===== config.mk =====
export PLATFORM = sky130hd
export DESIGN_NAME = axi4_lite_slave_regs
export DESIGN_NICKNAME = d
export VERILOG_FILES = /design/src/rtl/axi4_lite_pkg.sv /design/src/rtl/axi4_lite_slave_regs.sv
export SDC_FILE = /design/constraint.sdc
export NUM_CORES = 1
export LEC_CHECK = 0
export CAP_MARGIN = 40
export CORE_MARGIN = 2
export CORE_UTILIZATION = 57
export DETAILED_ROUTE_END_ITERATION = 12
export DONT_BUFFER_PORTS = 1
export PLACE_DENSITY = 0.75
export SYNTH_ARGS = -nofsm -noshare
export SYNTH_HDL_FRONTEND = slang
export SYNTH_SLANG_ARGS = --single-unit

===== constraint.sdc =====
create_clock -name aclk -period 1.85 [get_ports aclk]
set_clock_uncertainty 0.2 [all_clocks]
set_input_delay 0.185 -clock aclk [delete_from_list [all_inputs] [get_ports aclk]]
set_output_delay 0.185 -clock aclk [all_outputs]
set_load 0.01 [all_outputs]

===== src/rtl/axi4_lite_pkg.sv =====
// Shared AXI4-Lite definitions for the register-slave block.
//   axi_resp_t   : AXI response encoding (OKAY / SLVERR)
//   w_state_t    : write-channel FSM states
//   r_state_t    : read-channel FSM states
//   apply_wstrb  : merges a write word into an old word under byte enables
package axi4_lite_pkg;

    localparam int AXIL_DATA_W = 32;
    localparam int AXIL_STRB_W = 4;

    typedef enum logic [1:0] {
        RESP_OKAY   = 2'b00,
        RESP_SLVERR = 2'b10
    } axi_resp_t;

    typedef enum logic {
        W_ACCEPT = 1'b0,
        W_RESP   = 1'b1
    } w_state_t;

    typedef enum logic {
        R_ACCEPT = 1'b0,
        R_RESP   = 1'b1
    } r_state_t;

    // Byte k of the result comes from data when strb[k] is set, else from old_word.
    function automatic logic [AXIL_DATA_W-1:0] apply_wstrb(
        input logic [AXIL_DATA_W-1:0] old_word,
        input logic [AXIL_DATA_W-1:0] data,
        input logic [AXIL_STRB_W-1:0] strb
    );
        logic [AXIL_DATA_W-1:0] merged;
        merged = old_word;
        for (int k = 0; k < AXIL_STRB_W; k++) begin
            if (strb[k]) begin
                merged[8*k +: 8] = data[8*k +: 8];
            end
        end
        return merged;
    endfunction

endpackage


===== src/rtl/axi4_lite_slave_regs.sv =====
// AXI4-Lite subordinate exposing NUM_REGS 32-bit read/write registers.
// Register i lives at byte offset 4*i; addresses past the last register
// answer SLVERR (writes ignored, reads return 0).
// Ports:
//   aclk, aresetn          : clock, synchronous active-low reset
//   s_axi_aw* / s_axi_w*   : write address / write data channels
//   s_axi_b*               : write response channel
//   s_axi_ar* / s_axi_r*   : read address / read data channels
//   regs_o                 : all registers flattened, register i at [32*i+:32]
//   wr_pulse_o             : one-cycle strobe, bit i set when register i was written
module axi4_lite_slave_regs
    import axi4_lite_pkg::*;
#(
    parameter int ADDR_W   = 32,
    parameter int NUM_REGS = 4
) (
    input  logic                            aclk,
    input  logic                            aresetn,
    input  logic [ADDR_W-1:0]               s_axi_awaddr,
    input  logic [2:0]                      s_axi_awprot,
    input  logic                            s_axi_awvalid,
    output logic                            s_axi_awready,
    input  logic [AXIL_DATA_W-1:0]          s_axi_wdata,
    input  logic [AXIL_STRB_W-1:0]          s_axi_wstrb,
    input  logic                            s_axi_wvalid,
    output logic                            s_axi_wready,
    output logic [1:0]                      s_axi_bresp,
    output logic                            s_axi_bvalid,
    input  logic                            s_axi_bready,
    input  logic [ADDR_W-1:0]               s_axi_araddr,
    input  logic [2:0]                      s_axi_arprot,
    input  logic                            s_axi_arvalid,
    output logic                            s_axi_arready,
    output logic [AXIL_DATA_W-1:0]          s_axi_rdata,
    output logic [1:0]                      s_axi_rresp,
    output logic                            s_axi_rvalid,
    input  logic                            s_axi_rready,
    output logic [AXIL_DATA_W*NUM_REGS-1:0] regs_o,
    output logic [NUM_REGS-1:0]             wr_pulse_o
);

    localparam int IDX_W = (NUM_REGS > 1) ? $clog2(NUM_REGS) : 1;
    localparam int OFF_W = ADDR_W - 2;

    // Word offset decode; the byte lane bits addr[1:0] play no part.
    function automatic logic addr_in_range(input logic [ADDR_W-1:0] addr);
        return addr[ADDR_W-1:2] < OFF_W'(NUM_REGS);
    endfunction

    // ---------------- register state ----------------
    logic [AXIL_DATA_W-1:0] regs_q [NUM_REGS];
    logic [AXIL_DATA_W-1:0] regs_d [NUM_REGS];

    // ---------------- write channel state ----------------
    w_state_t               w_state_q, w_state_d;
    logic                   awready_q, awready_d;
    logic                   wready_q, wready_d;
    logic                   aw_got_q, aw_got_d;
    logic                   w_got_q, w_got_d;
    logic [ADDR_W-1:0]      awaddr_q, awaddr_d;
    logic [AXIL_DATA_W-1:0] wdata_q, wdata_d;
    logic [AXIL_STRB_W-1:0] wstrb_q, wstrb_d;
    logic                   bvalid_q, bvalid_d;
    axi_resp_t              bresp_q, bresp_d;
    logic [NUM_REGS-1:0]    wr_pulse_q, wr_pulse_d;

    // ---------------- read channel state ----------------
    r_state_t               r_state_q, r_state_d;
    logic                   arready_q, arready_d;
    logic                   rvalid_q, rvalid_d;
    axi_resp_t              rresp_q, rresp_d;
    logic [AXIL_DATA_W-1:0] rdata_q, rdata_d;

    logic                   aw_hs, w_hs, ar_hs;
    logic                   aw_have, w_have;
    logic [ADDR_W-1:0]      wr_addr;
    logic [AXIL_DATA_W-1:0] wr_data;
    logic [AXIL_STRB_W-1:0] wr_strb;
    logic [IDX_W-1:0]       wr_idx, rd_idx;

    assign aw_hs   = s_axi_awvalid & awready_q;
    assign w_hs    = s_axi_wvalid & wready_q;
    assign ar_hs   = s_axi_arvalid & arready_q;
    assign aw_have = aw_got_q | aw_hs;
    assign w_have  = w_got_q | w_hs;

    // When a channel handshakes on the committing edge its live bus value is
    // used; otherwise the copy captured on an earlier edge.
    assign wr_addr = aw_hs ? s_axi_awaddr : awaddr_q;
    assign wr_data = w_hs ? s_axi_wdata : wdata_q;
    assign wr_strb = w_hs ? s_axi_wstrb : wstrb_q;
    assign wr_idx  = wr_addr[2 +: IDX_W];
    assign rd_idx  = s_axi_araddr[2 +: IDX_W];

    // Write FSM next state
    always_comb begin
        w_state_d  = w_state_q;
        awready_d  = awready_q;
        wready_d   = wready_q;
        aw_got_d   = aw_got_q;
        w_got_d    = w_got_q;
        awaddr_d   = awaddr_q;
        wdata_d    = wdata_q;
        wstrb_d    = wstrb_q;
        bvalid_d   = bvalid_q;
        bresp_d    = bresp_q;
        wr_pulse_d = '0;
        regs_d     = regs_q;
        case (w_state_q)
            W_ACCEPT: begin
                if (aw_have && w_have) begin
                    awready_d = 1'b0;
                    wready_d  = 1'b0;
                    aw_got_d  = 1'b0;
                    w_got_d   = 1'b0;
                    bvalid_d  = 1'b1;
                    w_state_d = W_RESP;
                    if (addr_in_range(wr_addr)) begin
                        regs_d[wr_idx]     = apply_wstrb(regs_q[wr_idx], wr_data, wr_strb);
                        wr_pulse_d[wr_idx] = 1'b1;
                        bresp_d            = RESP_OKAY;
                    end else begin
                        bresp_d = RESP_SLVERR;
                    end
                end else begin
                    // Also raises the readies on the first cycle out of reset.
                    aw_got_d  = aw_have;
                    w_got_d   = w_have;
                    awready_d = ~aw_have;
                    wready_d  = ~w_have;
                    if (aw_hs) begin
                        awaddr_d = s_axi_awaddr;
                    end
                    if (w_hs) begin
                        wdata_d = s_axi_wdata;
                        wstrb_d = s_axi_wstrb;
                    end
                end
            end
            W_RESP: begin
                if (s_axi_bready) begin
                    bvalid_d  = 1'b0;
                    awready_d = 1'b1;
                    wready_d  = 1'b1;
                    w_state_d = W_ACCEPT;
                end
            end
            default: w_state_d = W_ACCEPT;
        endcase
    end

    // Read FSM next state; reads sample regs_q, so a same-edge write is not seen.
    always_comb begin
        r_state_d = r_state_q;
        arready_d = arready_q;
        rvalid_d  = rvalid_q;
        rresp_d   = rresp_q;
        rdata_d   = rdata_q;
        case (r_state_q)
            R_ACCEPT: begin
                arready_d = 1'b1;
                if (ar_hs) begin
                    arready_d = 1'b0;
                    rvalid_d  = 1'b1;
                    r_state_d = R_RESP;
                    if (addr_in_range(s_axi_araddr)) begin
                        rdata_d = regs_q[rd_idx];
                        rresp_d = RESP_OKAY;
                    end else begin
                        rdata_d = '0;
                        rresp_d = RESP_SLVERR;
                    end
                end
            end
            R_RESP: begin
                if (s_axi_rready) begin
                    rvalid_d  = 1'b0;
                    arready_d = 1'b1;
                    r_state_d = R_ACCEPT;
                end
            end
            default: r_state_d = R_ACCEPT;
        endcase
    end

    always_ff @(posedge aclk) begin
        if (!aresetn) begin
            regs_q     <= '{default: '0};
            w_state_q  <= W_ACCEPT;
            awready_q  <= 1'b0;
            wready_q   <= 1'b0;
            aw_got_q   <= 1'b0;
            w_got_q    <= 1'b0;
            awaddr_q   <= '0;
            wdata_q    <= '0;
            wstrb_q    <= '0;
            bvalid_q   <= 1'b0;
            bresp_q    <= RESP_OKAY;
            wr_pulse_q <= '0;
            r_state_q  <= R_ACCEPT;
            arready_q  <= 1'b0;
            rvalid_q   <= 1'b0;
            rresp_q    <= RESP_OKAY;
            rdata_q    <= '0;
        end else begin
            regs_q     <= regs_d;
            w_state_q  <= w_state_d;
            awready_q  <= awready_d;
            wready_q   <= wready_d;
            aw_got_q   <= aw_got_d;
            w_got_q    <= w_got_d;
            awaddr_q   <= awaddr_d;
            wdata_q    <= wdata_d;
            wstrb_q    <= wstrb_d;
            bvalid_q   <= bvalid_d;
            bresp_q    <= bresp_d;
            wr_pulse_q <= wr_pulse_d;
            r_state_q  <= r_state_d;
            arready_q  <= arready_d;
            rvalid_q   <= rvalid_d;
            rresp_q    <= rresp_d;
            rdata_q    <= rdata_d;
        end
    end

    assign s_axi_awready = awready_q;
    assign s_axi_wready  = wready_q;
    assign s_axi_bvalid  = bvalid_q;
    assign s_axi_bresp   = bresp_q;
    assign s_axi_arready = arready_q;
    assign s_axi_rvalid  = rvalid_q;
    assign s_axi_rresp   = rresp_q;
    assign s_axi_rdata   = rdata_q;
    assign wr_pulse_o    = wr_pulse_q;

    for (genvar i = 0; i < NUM_REGS; i++) begin : g_regs_out
        assign regs_o[AXIL_DATA_W*i +: AXIL_DATA_W] = regs_q[i];
    end

    // Protection bits and byte-lane address bits carry no meaning here.
    logic unused_bits;
    assign unused_bits = ^{s_axi_awprot, s_axi_arprot, wr_addr[1:0], s_axi_araddr[1:0]};

endmodule


==> results by group <==
Min path
  – WHS Path Cells: 3
  – Worst hold start: s_axi_araddr[2]
  – Hold WC Path Type: in2reg
  – Worst Hold End: s_axi_rdata[2]

CTS
  – Clock slew at reported path FFs: 60 ps
  – Clk sink count: 241
  – Clock Tree Root: clkbuf_16
  – CTS tree: yes
  – Max clock buf depth: 3
  – H-tree lvl count: 1
  – Clock latency on the worst-skew pair: 530 ps
  – Num CTS Buffers: 25

Drt
  – Via count: 10.41k
  – First-pass DRT Iterations: 6
  – Post-DRT Antenna Nets: 0
  – Final WL: 37660 um
  – Drt drc: 0
  – Via density: 6.396
  – 1st-iter DRT viols: 982
  – Drt wl/cell: 23.13 um

Pwr
  – Design Power: 11980 uW
  – Sequential share of power: 44.9%
  – Power per cell area: 817.9 nW/um^2
  – Comb pwr share: 14.4%
  – Sw frac: 25.96%
  – NetSw: 3109 uW
  – Int Pwr: 8867 uW
  – Power share of the clock group: 40.6%
  – Static Leak: 0.005913 uW
  – VDD IR max: 0.0006459 V

GRT
  – Number of global-route vias before repair: 10.74k
  – Largest net degree at the start of global routing: 61
  – Initial antenna violation count: 2
  – GRT Total Usage: 35.21%
  – First-pass GRT wire length: 56840 um
  – GR Overflow Total: 0

Synth
  – Synth top area share: 44.54%
  – Avg Synthesized Cell Area: 9.227 um^2
  – Synth area leaders: dfxtp_1, mux2i_1, nand2_1
  – Register area share after synthesis: 44.54%
  – Main flop type after synthesis: dfxtp_1
  – Top cells by instance count after synthesis: nand2_1, dfxtp_1, mux2i_1
  – Area leader, netlist: dfxtp_1
  – Netlist cell types: 43
  – Top-count cell post-synth: nand2_1
  – Number of synthesized register bits: 241
  – Post-synth EDFFs: 0
  – Synth Instances: 1174
  – YS warnings: 0
  – Synth async-reset ratio: 0%
  – Synthesized cell area: 10830 um^2

Worst setup path
  – Depth of the worst register-to-register path: 8
  – CP Max Fanout: 7
  – Critical Path RT: 2090 ps
  – RR Endpoint: regs_o[64]
  – Arr. time, crit path: 2380 ps
  – CP Capture Type: register
  – Startpoint types: register
  – Reg2reg setup slack: -290 ps
  – WS Path Type: reg2reg
  – FF-to-FF Start: s_axi_awready

Die
  – CORE AREA: 18710 um^2
  – Rows: 50
  – Die footprint: 20120 um^2
  – Die Y: 141.9 um
  – # IOs: 286
  – Initial Util: 57.91%
  – Die Width: 141.9 um

Layout
  – Design Area, Final: 14640 um^2
  – Layout overhead on the synthesized area: 35.17%
  – Cell Count, Final, Fillers Out: 1628
  – Share of post-route cells with drive strength above 1: 15.01%
  – # nets final: 1488

Run
  – Max-cap violation count: 0

STA
  – Fin worst setup slack: -286.2 ps
  – Max Freq: 0.4681 GHz
  – Slew Viols, Final: 0
  – Hold WS: -217.4 ps
  – RSZ-0062 raised after global routing: yes
  – Final period utilization: 115.5%
  – Crit path time final: 2136 ps
  – Finish-stage setup viols: 128
  – Hold Fails Final Rpt: 32

Status
  – Status: finished, violations left
  – Failing checks: negative hold slack, negative setup slack

Placement
  – Routability cong.: 0.8478
  – Placed Area: 11580 um^2
  – Post-DP HPWL: 20100 um
  – Placed Instances: 1382
  – Buffers on Ports: 0
==> worst max-delay path by stage <==
stage,from,to,slack (ps),depth (start not counted)
final,s_axi_awready,regs_o[64],-290,8
after global routing,s_axi_awready,regs_o[64],-360,8
after CTS,s_axi_awready,regs_o[50],-160,7
after detailed placement,awaddr_q[10],regs_o[77],-170,7
after global placement,awaddr_q[10],regs_o[117],-120,7
after floorplan,s_axi_awready,regs_o[39],-40,7
==> critical path, cell delays in order, from the launching register on <==
cell      delay, ps
dfxtp_2         330
buf_6           140
a211o_1         330
o31ai_4         120
buf_6           180
buf_8           140
a222oi_1         70
a211o_1         370
mux2i_1         180
==> sequential cells by signal (all words and copies together) (netlist names) <==
| signal | count |
|---|---|
| regs_o | 128 |
| s_axi_rdata | 32 |
| wdata_q | 32 |
| awaddr_q | 30 |
| wr_pulse_o | 4 |
| wstrb_q | 4 |
| aw_got_q | 1 |
| r_state_q | 1 |
| s_axi_arready | 1 |
| s_axi_awready | 1 |
| s_axi_bresp | 1 |
| s_axi_bvalid | 1 |
| s_axi_rresp | 1 |
| s_axi_rvalid | 1 |
| s_axi_wready | 1 |
| w_got_q | 1 |
| w_state_q | 1 |
==> through the flow <==
step | utilization [%] | worst slack [ps] | TNS (ps)
after global routing | 78.27 | -364.4 | -32010
after global placement | 61.92 | -122.7 | -14200
after CTS | 77.26 | -163.7 | -14090
after floorplan | - | -43.24 | -4525
final | 78.28 | -286.2 | -24190
after detailed placement | 61.92 | -166.7 | -17830
==> cells in the final DEF, fill, tap and decap left out, types with 5 or more instances in the layout <==
| cell | instances |
|---|---|
| a211o_1 | 32 |
| nor2_1 | 55 |
| nand4_1 | 5 |
| dfxtp_1 | 237 |
| buf_12 | 22 |
| a22oi_1 | 32 |
| clkbuf_8 | 5 |
| a222oi_1 | 31 |
| a21oi_2 | 11 |
| buf_6 | 16 |
| mux2i_1 | 133 |
| nand2_1 | 319 |
| clkbuf_16 | 28 |
| and3_1 | 31 |
| mux4_2 | 32 |
| nor4_1 | 16 |
| a21oi_1 | 83 |
| dlygate4sd3_1 | 181 |
| buf_4 | 43 |
==> layer usage <==
layer | GRT usage (%) | routed length, um
met5 | 0 | 0
met3 | 8.336 | 4015
met1 | 41.76 | 13930
met2 | 61.52 | 18460
met4 | 14.32 | 1255
==> power groups by stage <==
stage | logic [uW] | registers [uW] | clock network, uW
3_3_place_gp | 1210 | 5480 | 0
3_5_place_dp | 1230 | 5480 | 0
6_report | 1730 | 5380 | 4870
2_1_floorplan | 882 | 5470 | 0
5_1_grt | 1830 | 5390 | 5110
4_1_cts | 1570 | 5370 | 4880
==> cell families after synthesis <==
logic type / share of synthesized area, %
AO/OA/AOI/OAI: 13.77
buffers and inverters: 4.181
flip-flops: 44.54
multiplexers: 19.43
other: 0.03462
AND/OR/NAND/NOR: 18.05
==> final cells by class <==
cell class | instances | area [um^2]
Multi-Input combinational cell | 838 | 5811
Inverter | 1 | 6.256
Antenna cell | 2 | 5.005
Tap cell | 234 | 292.8
Clock buffer | 35 | 734.5
Fill cell | 1107 | 4063
Timing Repair Buffer | 268 | 2903
Clock inverter | 9 | 58.81
Sequential cell | 241 | 4832
==> timing repair <==
action / CTS / global route
gates resized for setup: 21 / 32
pin swaps: 12 / 24
cloned: 2 / 5
buffers inserted: 9 / 3
hold buffers: 183 / 1
endpoints found under the setup margin: 133 / 134
endpoints found under the hold margin: 238 / 33
(Power assumes the default switching activity.)
